**src/rtl/alu_share_ctrl.sv**
```systemverilog
// Round-robin controller that time-shares one combinational ALU between two
// requesters, filters illegal opcodes and holds each response until its owner takes it.
module alu_share_ctrl #(
  parameter int WIDTH   = 64,
  parameter bit RR_INIT = 1'b0
) (
  input  logic             CLK,
  input  logic             ResetL,
  input  logic             ReqValid0,
  input  logic             ReqValid1,
  output logic             ReqReady0,
  output logic             ReqReady1,
  input  logic [WIDTH-1:0] ReqA0,
  input  logic [WIDTH-1:0] ReqA1,
  input  logic [WIDTH-1:0] ReqB0,
  input  logic [WIDTH-1:0] ReqB1,
  input  logic [3:0]       ReqCtrl0,
  input  logic [3:0]       ReqCtrl1,
  output logic             RspValid0,
  output logic             RspValid1,
  input  logic             RspReady0,
  input  logic             RspReady1,
  output logic [WIDTH-1:0] RspW,
  output logic             RspZero,
  output logic             RspErr,
  output logic [WIDTH-1:0] AluA,
  output logic [WIDTH-1:0] AluB,
  output logic [3:0]       AluCtrl,
  input  logic [WIDTH-1:0] AluW,
  input  logic             AluZero
);

  localparam logic [1:0] IDLE = 2'd0;
  localparam logic [1:0] EXEC = 2'd1;
  localparam logic [1:0] RESP = 2'd2;

  logic [1:0]       state;
  logic             prio;
  logic             owner;
  logic [WIDTH-1:0] op_a;
  logic [WIDTH-1:0] op_b;
  logic [3:0]       op_ctrl;

  logic             grant_any;
  logic             grant_sel;
  logic             accept;
  logic [WIDTH-1:0] sel_a;
  logic [WIDTH-1:0] sel_b;
  logic [3:0]       sel_ctrl;
  logic             owner_ready;

  function automatic logic op_legal(input logic [3:0] ctrl);
    case (ctrl)
      4'b0000, 4'b0001, 4'b0010, 4'b0110, 4'b0111: op_legal = 1'b1;
      default:                                     op_legal = 1'b0;
    endcase
  endfunction

  // Priority only breaks ties; a lone valid requester is always granted.
  always_comb begin
    grant_any = ReqValid0 | ReqValid1;
    grant_sel = (ReqValid0 & ReqValid1) ? prio : ReqValid1;
  end

  assign ReqReady0 = ResetL & (state == IDLE) & grant_any & ~grant_sel;
  assign ReqReady1 = ResetL & (state == IDLE) & grant_any &  grant_sel;
  assign accept    = ReqReady0 | ReqReady1;

  assign sel_a    = grant_sel ? ReqA1    : ReqA0;
  assign sel_b    = grant_sel ? ReqB1    : ReqB0;
  assign sel_ctrl = grant_sel ? ReqCtrl1 : ReqCtrl0;

  assign RspValid0   = ResetL & (state == RESP) & ~owner;
  assign RspValid1   = ResetL & (state == RESP) &  owner;
  assign owner_ready = owner ? RspReady1 : RspReady0;

  assign AluA    = op_a;
  assign AluB    = op_b;
  assign AluCtrl = op_ctrl;

  // NOTE: all state is updated with non-blocking assignments so every register
  // samples pre-edge values regardless of statement order.
  always_ff @(posedge CLK) begin
    if (!ResetL) begin
      state   <= IDLE;
      prio    <= RR_INIT;
      owner   <= 1'b0;
      op_a    <= '0;
      op_b    <= '0;
      op_ctrl <= 4'b0000;
      RspW    <= '0;
      RspZero <= 1'b0;
      RspErr  <= 1'b0;
    end else begin
      case (state)
        IDLE: begin
          if (accept) begin
            op_a  <= sel_a;
            op_b  <= sel_b;
            owner <= grant_sel;
            if (op_legal(sel_ctrl)) begin
              op_ctrl <= sel_ctrl;
              state   <= EXEC;
            end else begin
              // Rejected opcodes never reach the ALU control input.
              RspW    <= '0;
              RspZero <= 1'b0;
              RspErr  <= 1'b1;
              state   <= RESP;
            end
          end
        end
        EXEC: begin
          RspW    <= AluW;
          RspZero <= AluZero;
          RspErr  <= 1'b0;
          state   <= RESP;
        end
        RESP: begin
          if (owner_ready) begin
            prio  <= ~owner;
            state <= IDLE;
          end
        end
        default: state <= IDLE;
      endcase
    end
  end

endmodule

```
**config.mk**
```make
export PLATFORM = sky130hd
export DESIGN_NAME = alu_share_ctrl
export DESIGN_NICKNAME = d
export VERILOG_FILES = /design/src/rtl/alu_share_ctrl.sv
export SDC_FILE = /design/constraint.sdc
export NUM_CORES = 1
export LEC_CHECK = 0
export ABC_AREA = 1
export CELL_PAD_IN_SITES_DETAIL_PLACEMENT = 0
export CELL_PAD_IN_SITES_GLOBAL_PLACEMENT = 1
export CORE_AREA = 4 4 205 207
export DETAILED_ROUTE_END_ITERATION = 10
export DIE_AREA = 0 0 209 211
export GPL_TIMING_DRIVEN = 0
export PLACE_DENSITY_LB_ADDON = 0.2
export SLEW_MARGIN = 10
export SYNTH_ARGS = -nofsm -noshare
export SYNTH_HDL_FRONTEND = slang
export SYNTH_SLANG_ARGS = --single-unit
```
**constraint.sdc**
```tcl
create_clock -name CLK -period 2.65 [get_ports CLK]
set_clock_uncertainty 0.1 [all_clocks]
set_input_delay 0.795 -clock CLK [delete_from_list [all_inputs] [get_ports CLK]]
set_output_delay 0.795 -clock CLK [all_outputs]
set_load 0.005 [all_outputs]
```
# == Yosys cells after proc, flatten, opt, wreduce, memory -nomap -nowiden ==
# Cells that the tools add are included.
# classes
n_mux,22
reduce_logical,9
bitwise,12
eq_ne,9
# ops
operator,count
64-bit two-way mux,4
64-bit one-hot mux with 2 select lines,1
1-bit two-way mux,10
1-bit bitwise AND,8
"4-bit by 3-bit equality test with 1-bit output, second input constant",2
2-bit two-way mux,3
"2-bit inequality test, second input constant",3
2-bit one-hot mux with 3 select lines,1
2-bit AND reduction,3
3-bit AND reduction,2
5-bit OR reduction,1
"4-bit by 1-bit equality test with 1-bit output, second input constant",1
"4-bit by 2-bit equality test with 1-bit output, second input constant",1
4-bit zero test,1
4-bit two-way mux,1
1-bit one-hot mux with 2 select lines,2
"2-bit by 1-bit equality test with 1-bit output, second input constant",1
"2-bit equality test, second input constant",1
2-bit zero test,1
1-bit NOT,2
1-bit bitwise OR,2
2-bit nonzero test,1
# word_totals
output_inout_bits,202
inputBits,335
ff_bits,202
word_cells,61

# == Depth between registers and ports, before layout ==
# depth
ltp_word,12
ltp_mapped,13
mapped_depth_nobuf,11

# == Worst setup path before layout ==
# Ideal clock, no wire load.
# synth_timing
kind,input-to-output
from,input ResetL
to,output ReqReady0
setup_slack_ns,0.073
required_time_ns,1.755
stages,6
path_buffers,2
arrival_ns,1.682
cell_sequence,buf_2 nand3_1 nor2_2 inv_2 nor2_1 clkbuf_1
# synth_between
elab_chain_len,3
# synth_lines
item,line,text
from (decl),8,"input logic ResetL,"
1-bit bitwise AND (3 in a row),65,assign ReqReady0 = ResetL & (state == IDLE) & grant_any & ~grant_sel;
to (decl),11,"output logic ReqReady0,"
# No other way between the ends.

# == Final worst setup path ==
# layout_timing
from,input ResetL
to,output RspValid0
# layout_between
elab_chain_len,2
# layout_lines
item,line,text
1-bit bitwise AND (2 in a row),73,assign RspValid0 = ResetL & (state == RESP) & ~owner;
to (decl),19,"output logic RspValid0,"
# No other way between the ends.

==> metrics.md <==
| Metric | Value |
|---|---|
| PD cells | `629 mW/mm²` |
| CP max FO | `10` |
| Iteration-0 DRC Markers | `472` |
| Sequential-to-total area share from yosys stat | `47.6%` |
| Antenna violations before repair | `23` |
| Leak Pwr | `0.00571 µW` |
| Post-detailed-route count of antenna-violating nets | `0` |
| Die ar. | `0.0441 mm²` |
| IO buf count | `535` |
| Crit path kind | `in -> out` |
| Post-synth EDFFs | `0` |
| CTS tree | `done` |
| Wire per inst | `20.1 µm` |
| Most frequent cell after synthesis | `nand2_1` |
| Final core area utilization | `38.4%` |
| Ports | `537` |
| Multiplexer share of the synthesized area | `0.118%` |
| Compound-gate portion of the synthesized area | `14.1%` |
| Fraction of layout cells with a size suffix above 1 | `6.94%` |
| Setup crit start kind | `primary input` |
| Synth Area in Simple Gates | `31.8%` |
| Top-area cell type share of the netlist area | `47.6%` |
| CP Data Required Time | `1760 ps` |
| CTS H-Tree Depth | `1` |
| Synth area leader | `dfxtp_1` |
| WP data arrival | `1700 ps` |
| WL met1 | `17.9 mm` |
| GRT Util Overall | `19.9%` |
| Int Pwr | `6890 µW` |
| Largest net degree at the start of global routing | `13` |
| Hold Path Cell Cnt | `2` |
| Fin. Hold Viols | `0` |
| CTS Sinks | `202` |
| Final Max Tran Viols | `0` |
| Max Freq | `385 MHz` |
| Post-route clock period utilization | `98.0%` |
| Hold_buf cts | `0` |
| Largest family of logic cells by synthesized area | `simple AND/OR/NAND/NOR gates` |
| Vias in the first global route | `10400` |
| Residual DRC | `0` |
| Synth Net Count | `1547` |
| Post-Syn Area | `0.00850 mm²` |
| Comb pwr share | `27.0%` |
| Final setup viols | `0` |
| Total CTS buffers | `27` |
| Critical path capture point type | `output pin` |
| Synth Area in XOR/XNOR | `0%` |
| Switching Fraction | `29.4%` |
| RSZ-0062 raised after global routing | `no` |
| Max_slew headroom | `39.1%` |
| Hold crit path type | `reg -> reg` |
| Least-Margin Pin Slew | `914 ps` |
| Ranking of synthesized cells by area | `dfxtp_1 48%, nand2_1 24%, a31oi_1 9.4%` |
| Layout Nets | `2118` |
| Max-cap check violation count | `0` |
| WL final | `47.2 mm` |
| Seq pwr share | `36.4%` |
| Final GP Congestion | `0.847` |
| DP Area | `0.0145 mm²` |
| DRT Pass-1 Iters | `5` |
| Vias/cell | `4.36` |
| CORE AREA | `0.0404 mm²` |
| Total length of routed met2 wires | `23.3 mm` |
| Adder and majority gate portion of the synthesized area | `0%` |
| Clk pin slew, worst setup/hold paths | `60 ps` |
| Outcome | `complete, no violations` |
| Die H | `211 µm` |
| Reg2Reg Depth | `9` |
| Fin crit period | `2600 ps` |
| Commonest cells post-synth | `535 x nand2_1, 202 x dfxtp_1, 128 x a31oi_1` |
| R2r startpoint | `state[1]` |
| Starting Density | `21.0%` |
| HPWL after DPL | `37.2 mm` |
| YS warnings | `0` |
| Row Count | `74` |
| Post-route cell area | `0.0155 mm²` |
| Async SR Flop Fraction | `0%` |
| Ys flop type | `dfxtp_1` |
| P&R area growth vs syn | `82.7%` |
| Unique masters post-synth | `24` |
| Metal3 WL | `4.67 mm` |
| Total congestion overflow | `0` |
| DR top layer | `met5` |
| Vias | `10200` |
| Clk buf depth | `3` |
| First-pass GRT wire length | `67.1 mm` |
| Hold_sp | `AluCtrl[3]` |
| Power share of the clock group | `36.7%` |
| Die width | `209 µm` |
| Switching power | `2880 µW` |
| Avg Inst Size Synth | `7.01 µm²` |
| FF-to-FF End | `AluA[55]` |
| VDD IR max | `0.486 mV` |
| Worst-skew pair later-pin latency | `540 ps` |
| #FFs+latches synth | `202` |
| Synth Instances | `1212` |
| R2R Setup Slk | `410 ps` |
| Hold Crit Endpoint | `AluCtrl[3]` |
| Root Driver | `clkbuf_16` |
-- worst max-delay path, cell delays in order --
cell and delay (ps):
buf_6 150, clkinv_2 120, clkbuf_8 180, nor3_1 180
clkdlybuf4s15_2 250
-- through the flow --
stage	hold slack (ps)	std cells	setup WS [ps]	setup TNS, ps	power, µW
detailed placement	359	2279	-1380	-93340	6240
floorplan	352	1212	72.9	0	4620
CTS	371	2334	20.6	0	9900
global placement	356	2279	-1390	-90690	6240
finish	369	2347	53.0	0	9770
global route	390	2341	5.73	0	10200
-- worst max-delay path by stage --
stage	slack [ps]	from	cells after the start	to
after floorplan	70	ResetL	6	ReqReady0
after global placement	-1390	ReqValid1	7	ReqReady0
after detailed placement	-1380	ReqValid1	7	ReqReady0
after CTS	20	ResetL	5	RspValid0
after global routing	6	state[0]	7	ReqReady0
final	50	ResetL	5	RspValid0
-- repair_timing --
item | CTS | global route
gates cloned | 0 | 0
pin swaps | 3 | 1
buffers inserted | 7 | 0
endpoints found under the setup margin | 25 | 3
gates resized for setup | 36 | 3
-- routing by layer --
layer	global-route usage, %	up-vias
met5	0	-
met4	6.01	20
met3	9.12	76
met2	34.8	327
met1	21.9	4673
li1	-	5129
-- power by group through the flow --
stage | logic [µW] | registers, µW | clock network, µW
5_1_grt | 2880 | 3590 | 3780
6_report | 2630 | 3550 | 3580
2_1_floorplan | 1000 | 3620 | 0
4_1_cts | 2670 | 3550 | 3680
3_3_place_gp | 2640 | 3600 | 0
3_5_place_dp | 2630 | 3610 | 0
-- cell families (layout without fill, tap and decap cells) --
kind of cell	count (synthesis)	count (layout)
muxes	1	1
DFF	202	202
buffers and inverters	116	706
other	0	13
AOI/OAI and AO/OA	203	203
and+or+nand+nor	690	690
-- final cells by class --
class | count | area [µm²]
fillers | 4336 | 24800
flip-flops and latches | 202 | 4040
repair buffers | 542 | 5410
clock inverters | 4 | 20.0
diodes | 13 | 32.5
plain buffers | 99 | 520
multi-input cells | 894 | 3940
well taps | 532 | 666
inverters | 17 | 67.6
clock buffers | 44 | 830
-- registers in the layout, summed over array words and instances (netlist names) --
| register | flops |
|---|---|
| RspErr | 1 |
| prio | 1 |
| AluA | 64 |
| AluB | 64 |
| RspW | 64 |
| owner | 1 |
| RspZero | 1 |
| state | 2 |
| AluCtrl | 4 |
-- layout by cell type (no fill, tap or decap), drive strengths merged --
cell / instances
nand2: 537
clkdlybuf4s50: 529
dfxtp: 202
a31oi: 128
clkbuf: 84
nor2: 78
nand3: 73
a21oi: 70
buf: 67
inv: 16
diode: 13
clkinv: 5
o21ai: 3
clkdlybuf4s15: 3
dlygate4sd2: 2
nor3: 1
nand3b: 1
o21a: 1
mux2i: 1
o21bai: 1
(Power assumes the default switching activity.)
